File: config.mk
export PLATFORM = sky130hd
export DESIGN_NAME = cache_direct_mapped
export DESIGN_NICKNAME = d
export VERILOG_FILES = /design/src/rtl/cache_pkg.sv /design/src/rtl/cache_line_store.sv /design/src/rtl/cache_direct_mapped.sv
export SDC_FILE = /design/constraint.sdc
export NUM_CORES = 2
export LEC_CHECK = 0
export ABC_CLOCK_PERIOD_IN_PS = 7450
export CAP_MARGIN = 30
export CORE_MARGIN = 2
export CORE_UTILIZATION = 30
export DETAILED_ROUTE_END_ITERATION = 6
export GPL_TIMING_DRIVEN = 1
export PLACE_DENSITY_LB_ADDON = 0.25
export SLEW_MARGIN = 20
export SYNTH_ARGS = -nofsm -noshare
export SYNTH_HDL_FRONTEND = slang
export SYNTH_HIERARCHICAL = 1
export SYNTH_SLANG_ARGS = --single-unit
File: constraint.sdc
create_clock -name CLK -period 7.45 [get_ports CLK]
set_input_delay 0.745 -clock CLK [delete_from_list [all_inputs] [get_ports CLK]]
set_output_delay 0.745 -clock CLK [all_outputs]
set_load 0.01 [all_outputs]
File: src/rtl/cache_pkg.sv
// Shared definitions for the direct-mapped cache: FSM state encoding and default sizes.
package cache_pkg;

    localparam int unsigned DEF_ADDR_W  = 32;
    localparam int unsigned DEF_DATA_W  = 32;
    localparam int unsigned DEF_INDEX_W = 4;
    localparam int unsigned DEF_CNT_W   = 16;

    typedef enum logic [1:0] {
        IDLE  = 2'd0,
        FILL  = 2'd1,
        WRITE = 2'd2,
        DONE  = 2'd3
    } state_t;

endpackage

File: src/rtl/cache_line_store.sv
// Tag/valid/data array: combinational index read port, one write port, flush-all of valid bits.
module cache_line_store #(
    parameter int unsigned INDEX_W = 4,
    parameter int unsigned TAG_W   = 28,
    parameter int unsigned DATA_W  = 32
) (
    input  logic               clk,
    input  logic               rst,
    input  logic               flush,
    input  logic [INDEX_W-1:0] rd_index,
    output logic               rd_valid,
    output logic [TAG_W-1:0]   rd_tag,
    output logic [DATA_W-1:0]  rd_data,
    input  logic               wr_en,
    input  logic [INDEX_W-1:0] wr_index,
    input  logic [TAG_W-1:0]   wr_tag,
    input  logic [DATA_W-1:0]  wr_data
);

    localparam int unsigned LINES = 1 << INDEX_W;

    logic [LINES-1:0]  valid;
    logic [TAG_W-1:0]  tags [LINES];
    logic [DATA_W-1:0] data [LINES];

    // Only the valid bits are reset or flushed; tag and data contents persist.
    always_ff @(posedge clk) begin
        if (rst) begin
            valid <= '0;
        end else if (flush) begin
            valid <= '0;
        end else if (wr_en) begin
            valid[wr_index] <= 1'b1;
        end
    end

    always_ff @(posedge clk) begin
        if (wr_en) begin
            tags[wr_index] <= wr_tag;
            data[wr_index] <= wr_data;
        end
    end

    assign rd_valid = valid[rd_index];
    assign rd_tag   = tags[rd_index];
    assign rd_data  = data[rd_index];

endmodule

File: src/rtl/cache_direct_mapped.sv
// Direct-mapped write-through, write-allocate cache with single-word lines and hit/miss statistics.
module cache_direct_mapped
    import cache_pkg::*;
#(
    parameter int unsigned ADDR_W  = DEF_ADDR_W,
    parameter int unsigned DATA_W  = DEF_DATA_W,
    parameter int unsigned INDEX_W = DEF_INDEX_W,
    parameter int unsigned CNT_W   = DEF_CNT_W
) (
    input  logic              CLK,
    input  logic              RST,
    input  logic              REQ,
    input  logic              WE,
    input  logic [ADDR_W-1:0] ADDR,
    input  logic [DATA_W-1:0] DIN,
    input  logic              FLUSH,
    output logic [DATA_W-1:0] DOUT,
    output logic              RDY,
    output logic              BUSY,
    output logic [ADDR_W-1:0] MADDR,
    output logic [DATA_W-1:0] MDOUT,
    input  logic [DATA_W-1:0] MDIN,
    output logic              MREQ,
    output logic              MWE,
    input  logic              MRDY,
    output logic [CNT_W-1:0]  HIT_CNT,
    output logic [CNT_W-1:0]  MISS_CNT
);

    localparam int unsigned TAG_W = ADDR_W - INDEX_W;

    state_t state, state_next;

    logic we_r;
    logic hit_r;
    logic acc_r;

    logic               rd_valid;
    logic [TAG_W-1:0]   rd_tag;
    logic [DATA_W-1:0]  rd_data;
    logic [INDEX_W-1:0] rd_index_c;
    logic               hit_c;
    logic               accept_c;
    logic               flush_c;
    logic               store_we_c;
    logic [DATA_W-1:0]  store_wdata_c;

    // Lookup uses the live address while idle, the captured request (MADDR) otherwise.
    assign rd_index_c = (state == IDLE) ? ADDR[INDEX_W-1:0] : MADDR[INDEX_W-1:0];
    assign hit_c      = rd_valid && (rd_tag == ADDR[ADDR_W-1:INDEX_W]);

    cache_line_store #(
        .INDEX_W (INDEX_W),
        .TAG_W   (TAG_W),
        .DATA_W  (DATA_W)
    ) u_store (
        .clk      (CLK),
        .rst      (RST),
        .flush    (flush_c),
        .rd_index (rd_index_c),
        .rd_valid (rd_valid),
        .rd_tag   (rd_tag),
        .rd_data  (rd_data),
        .wr_en    (store_we_c),
        .wr_index (MADDR[INDEX_W-1:0]),
        .wr_tag   (MADDR[ADDR_W-1:INDEX_W]),
        .wr_data  (store_wdata_c)
    );

    always_ff @(posedge CLK) begin
        if (RST) begin
            state <= IDLE;
        end else begin
            state <= state_next;
        end
    end

    always_comb begin
        state_next    = state;
        accept_c      = 1'b0;
        flush_c       = 1'b0;
        store_we_c    = 1'b0;
        store_wdata_c = MDIN;
        case (state)
            IDLE: begin
                flush_c = FLUSH;
                if (REQ && !FLUSH) begin
                    accept_c = 1'b1;
                    if (WE) begin
                        state_next = WRITE;
                    end else if (hit_c) begin
                        state_next = DONE;
                    end else begin
                        state_next = FILL;
                    end
                end
            end
            FILL: begin
                if (MRDY) begin
                    store_we_c = 1'b1;
                    state_next = DONE;
                end
            end
            WRITE: begin
                if (MRDY) begin
                    store_we_c    = 1'b1;
                    store_wdata_c = MDOUT;
                    state_next    = DONE;
                end
            end
            DONE: begin
                state_next = IDLE;
            end
            default: begin
                state_next = IDLE;
            end
        endcase
        // A reset coinciding with MRDY discards the returned word.
        if (RST) begin
            store_we_c = 1'b0;
        end
    end

    // Registered outputs; MADDR/MDOUT double as the captured request address/data.
    always_ff @(posedge CLK) begin
        if (RST) begin
            DOUT     <= '0;
            RDY      <= 1'b0;
            BUSY     <= 1'b0;
            MADDR    <= '0;
            MDOUT    <= '0;
            MREQ     <= 1'b0;
            MWE      <= 1'b0;
            HIT_CNT  <= '0;
            MISS_CNT <= '0;
            we_r     <= 1'b0;
            hit_r    <= 1'b0;
            acc_r    <= 1'b0;
        end else begin
            RDY   <= (state == DONE);
            BUSY  <= (state_next != IDLE);
            MREQ  <= (state_next == FILL) || (state_next == WRITE);
            MWE   <= (state_next == WRITE);
            acc_r <= accept_c;
            if (state == DONE) begin
                DOUT <= we_r ? '0 : rd_data;
            end
            if (accept_c) begin
                we_r  <= WE;
                hit_r <= hit_c;
                MADDR <= ADDR;
                if (WE) begin
                    MDOUT <= DIN;
                end
            end
            // Statistics are booked the cycle after acceptance from the registered hit result.
            if (acc_r) begin
                if (hit_r) begin
                    if (HIT_CNT != {CNT_W{1'b1}}) begin
                        HIT_CNT <= HIT_CNT + CNT_W'(1);
                    end
                end else begin
                    if (MISS_CNT != {CNT_W{1'b1}}) begin
                        MISS_CNT <= MISS_CNT + CNT_W'(1);
                    end
                end
            end
        end
    end

endmodule

==> flow_metrics.py <==
metrics = {
    "sta": {
        "skew_ns": 0.0532,
        "rsz0062_at_grt": "false",
        "fmax_mhz": 212,
        "setup_viol": 0,
        "worst_pin_slew_ns": 1.00,
        "hold_viol_final": 0,
        "period_share_pct": 63.3,
        "final.setup.tns_ns": 0,
        "slew_viol_final": 0,
        "fin_ws_ns": 2.73,
        "slew-limit-headroom_pct": 33.1,
        "timing.hold.ws_ns": 0.419,
        "period_needed_ns": 4.72,
    },
    "floorplan": {
        "std_cell_rows": 138,
        "dieArea_um2": 145000,
        "core-area_um2": 141000,
        "start_util_pct": 30.2,
        "dieHeight_um": 381,
        "chipWidth_um": 381,
        "io_pins": 234,
    },
    "final_layout": {
        "multiInputGateArea_um2": 10200,
        "area_delta_synth_final_pct": 20.7,
        "final_cells": 4559,
        "seqCellArea_um2": 31900,
        "final_util_pct": 36.4,
        "drive_above_1_share_pct": 21.3,
        "nNetsFinal": 2672,
        "design_area_um2": 51500,
        "fillCellCount": 13200,
    },
    "global_route": {
        "grt_pass1_vias": 23600,
        "grtUsageTotal_pct": 16.1,
        "grt_max_degree": 73,
        "antenna_found_initial": 3,
        "grt_overflow": 0,
        "grt_pass1_wl_um": 169000,
    },
    "drt": {
        "drt_iter0_drc": 2054,
        "met2_length_um": 56400,
        "wl_per_cell_um": 25.9,
        "vias": 22700,
        "met3_length_um": 7140,
        "ant_nets": 0,
        "wl_met1_um": 51900,
        "drt_pass1_iterations": 5,
        "wirelength_um": 118000,
        "post-route-drc-count": 0,
        "vias_per_cell": 4.98,
        "top_layer_used": "met5",
    },
    "setup_path": {
        "reg2reg_slack_ns": 2.73,
        "cp-end-kind": "flip-flop",
        "worstPathRequired_ns": 8.08,
        "critPathMaxFanout": 55,
        "worst-setup-path-type": "reg -> reg",
        "r2r-start": "state[0]",
        "cp-startpoint": "state[0]",
        "worstPathArrival_ns": 5.34,
        "worstSetupStartpointType": "flip-flop",
    },
    "clocking": {
        "cts_buffer_depth": 3,
        "ctsResizeCount": 0,
        "numCtsBuffers": 118,
        "cts.sinks": 1113,
        "worst_skew_pair.late_latency_ns": 0.75,
        "cts_tree": "built",
        "holdBufCountCts": 0,
        "post_cts_buffers": 0,
        "cts_root_buffer": "clkbuf_16",
        "htreeDepth": 3,
        "clk_pin_slew_ns": 0.06,
    },
    "yosys": {
        "synth_area_um2": 42600,
        "yosysTopAreaCell": "edfxtp_1",
        "synth.distinct_cells": 51,
        "syn_inst": 2272,
        "yosys_warnings": 6,
        "synth_nets": 2380,
        "synth.top_cell.area_share_pct": 67.6,
        "yosysSeqAreaShare_pct": 74.8,
        "postSynthAreaPerCell_um2": 18.8,
        "ys_ff_latch": 1113,
        "synthTopCellsByArea": "edfxtp_1, mux4_2, dfxtp_1",
    },
    "power": {
        "vdd_drop_max_v": 0.000202,
        "total_power_mw": 14.7,
        "p_leak_nw": 16.1,
        "powerDensity_nw_per_um2": 287,
    },
    "place": {
        "dp_cells": 4332,
        "dp_hpwl_um": 67300,
        "place_ws_ns": 2.28,
        "port_buffers": 233,
        "gpl.final_weighted_congestion": 0.738,
        "postPlaceCellArea_um2": 47500,
    },
    "outcome": {
        "outcome": "complete, no violations",
    },
    "min_path": {
        "min-delay-start": "RST",
        "hp-class": "in -> reg",
    },
    "run": {
        "max_cap_viol_count": 0,
    },
}
report_power, final:
group	total [mW]	internal (mW)	switching, mW	leakage [nW]
clock	5.95	3.47	2.48	1.92
combinational	1.84	0.814	1.03	4.28
sequential	6.95	6.87	0.0785	9.88
total	14.7	11.2	3.58	16.1
layer usage:
metal	vias to the layer above	track usage, %
met3	163	3.89
met5	-	0
met1	12200	21.8
li1	9712	-
met4	4	4.03
met2	656	26.0
cell usage in the layout, fill, tap and decap left out, types with 24 or more instances in the layout:
cell / n
a21oi_1: 124
a22oi_1: 122
buf_4: 54
clkbuf_1: 24
clkbuf_16: 119
clkdlybuf4s50_1: 232
clkinv_2: 24
dfxtp_1: 153
edfxtp_1: 960
mux2_2: 36
mux4_2: 244
nand2_1: 211
nor2_1: 65
nor2b_1: 36
xnor2_1: 41
cells in the mapped netlist (all sizes together):
cell / number
nand2b: 6
a22oi: 122
and2b: 1
nor2: 80
nor4: 8
o211ai: 1
and4: 2
nand3b: 2
a21oi: 124
clkbuf: 69
o31ai: 2
or2: 1
mux2i: 2
a31o: 2
edfxtp: 960
nand2: 214
o21ai: 6
nand4: 16
dfxtp: 153
inv: 8
xnor2: 41
a31oi: 1
mux2: 38
and3: 5
a211oi: 3
o31a: 1
o21a: 16
nor3: 8
buf: 57
a21o: 3
o21ba: 1
or4: 5
nand3: 12
or3: 4
xor2: 3
or3b: 1
mux4: 244
ha: 6
and2: 5
nor2b: 39
registers in the layout, indices dropped and copies added, names as in the netlist:
register       flops
u_store/valid     16
state              2
HIT_CNT           16
DOUT              32
acc_r              1
RDY                1
we_r               1
MWE                1
u_store/data     512
MISS_CNT          16
MDOUT             32
hit_r              1
MREQ               1
BUSY               1
MADDR             32
u_store/tags     448
critical path, cell delays in order (launching register included):
cell,delay (ns)
dfxtp_1,0.33
inv_1,0.09
ha_1,0.55
mux2_8,0.49
buf_16,0.35
mux4_2,0.57
a22oi_1,0.21
nand2_1,0.09
xnor2_1,0.19
nand4_1,0.34
nor4_1,0.58
a21oi_1,0.21
nor2_1,0.15
ha_1,0.24
nor2_1,0.10
final timing paths:
kind	endpoint	cells after the start
setup / recovery	MREQ	14
hold / removal	MISS_CNT[0]	2
setup reg to reg	MREQ	14
hold reg to reg	u_store/valid[2]	1
cell type report:
cell class / count / share of cell area [%]
diodes: 1 / 0.00486
clock buffers: 148 / 6.10
clock inverters: 76 / 1.56
inverters: 8 / 0.0584
multi-input cells: 1025 / 19.9
flip-flops and latches: 1113 / 62.0
well taps: 1890 / 4.60
repair buffers: 298 / 5.81
logic make-up (layout without fill, tap and decap cells):
| kind of cell | count (synthesis) | after routing | share of synthesized area [%] |
|---|---|---|---|
| AO/OA/AOI/OAI | 282 | 282 | 4.24 |
| adder cells (fa/ha/maj) | 6 | 6 | 0.176 |
| buffers and inverters | 134 | 530 | 1.61 |
| flip-flops | 1113 | 1113 | 74.8 |
| multiplexers | 284 | 284 | 13.9 |
| XOR/XNOR | 44 | 44 | 0.904 |
| AND/OR/NAND/NOR | 409 | 409 | 4.30 |
| other | 0 | 1 | 0 |
Power figures use the tool's default switching activity.
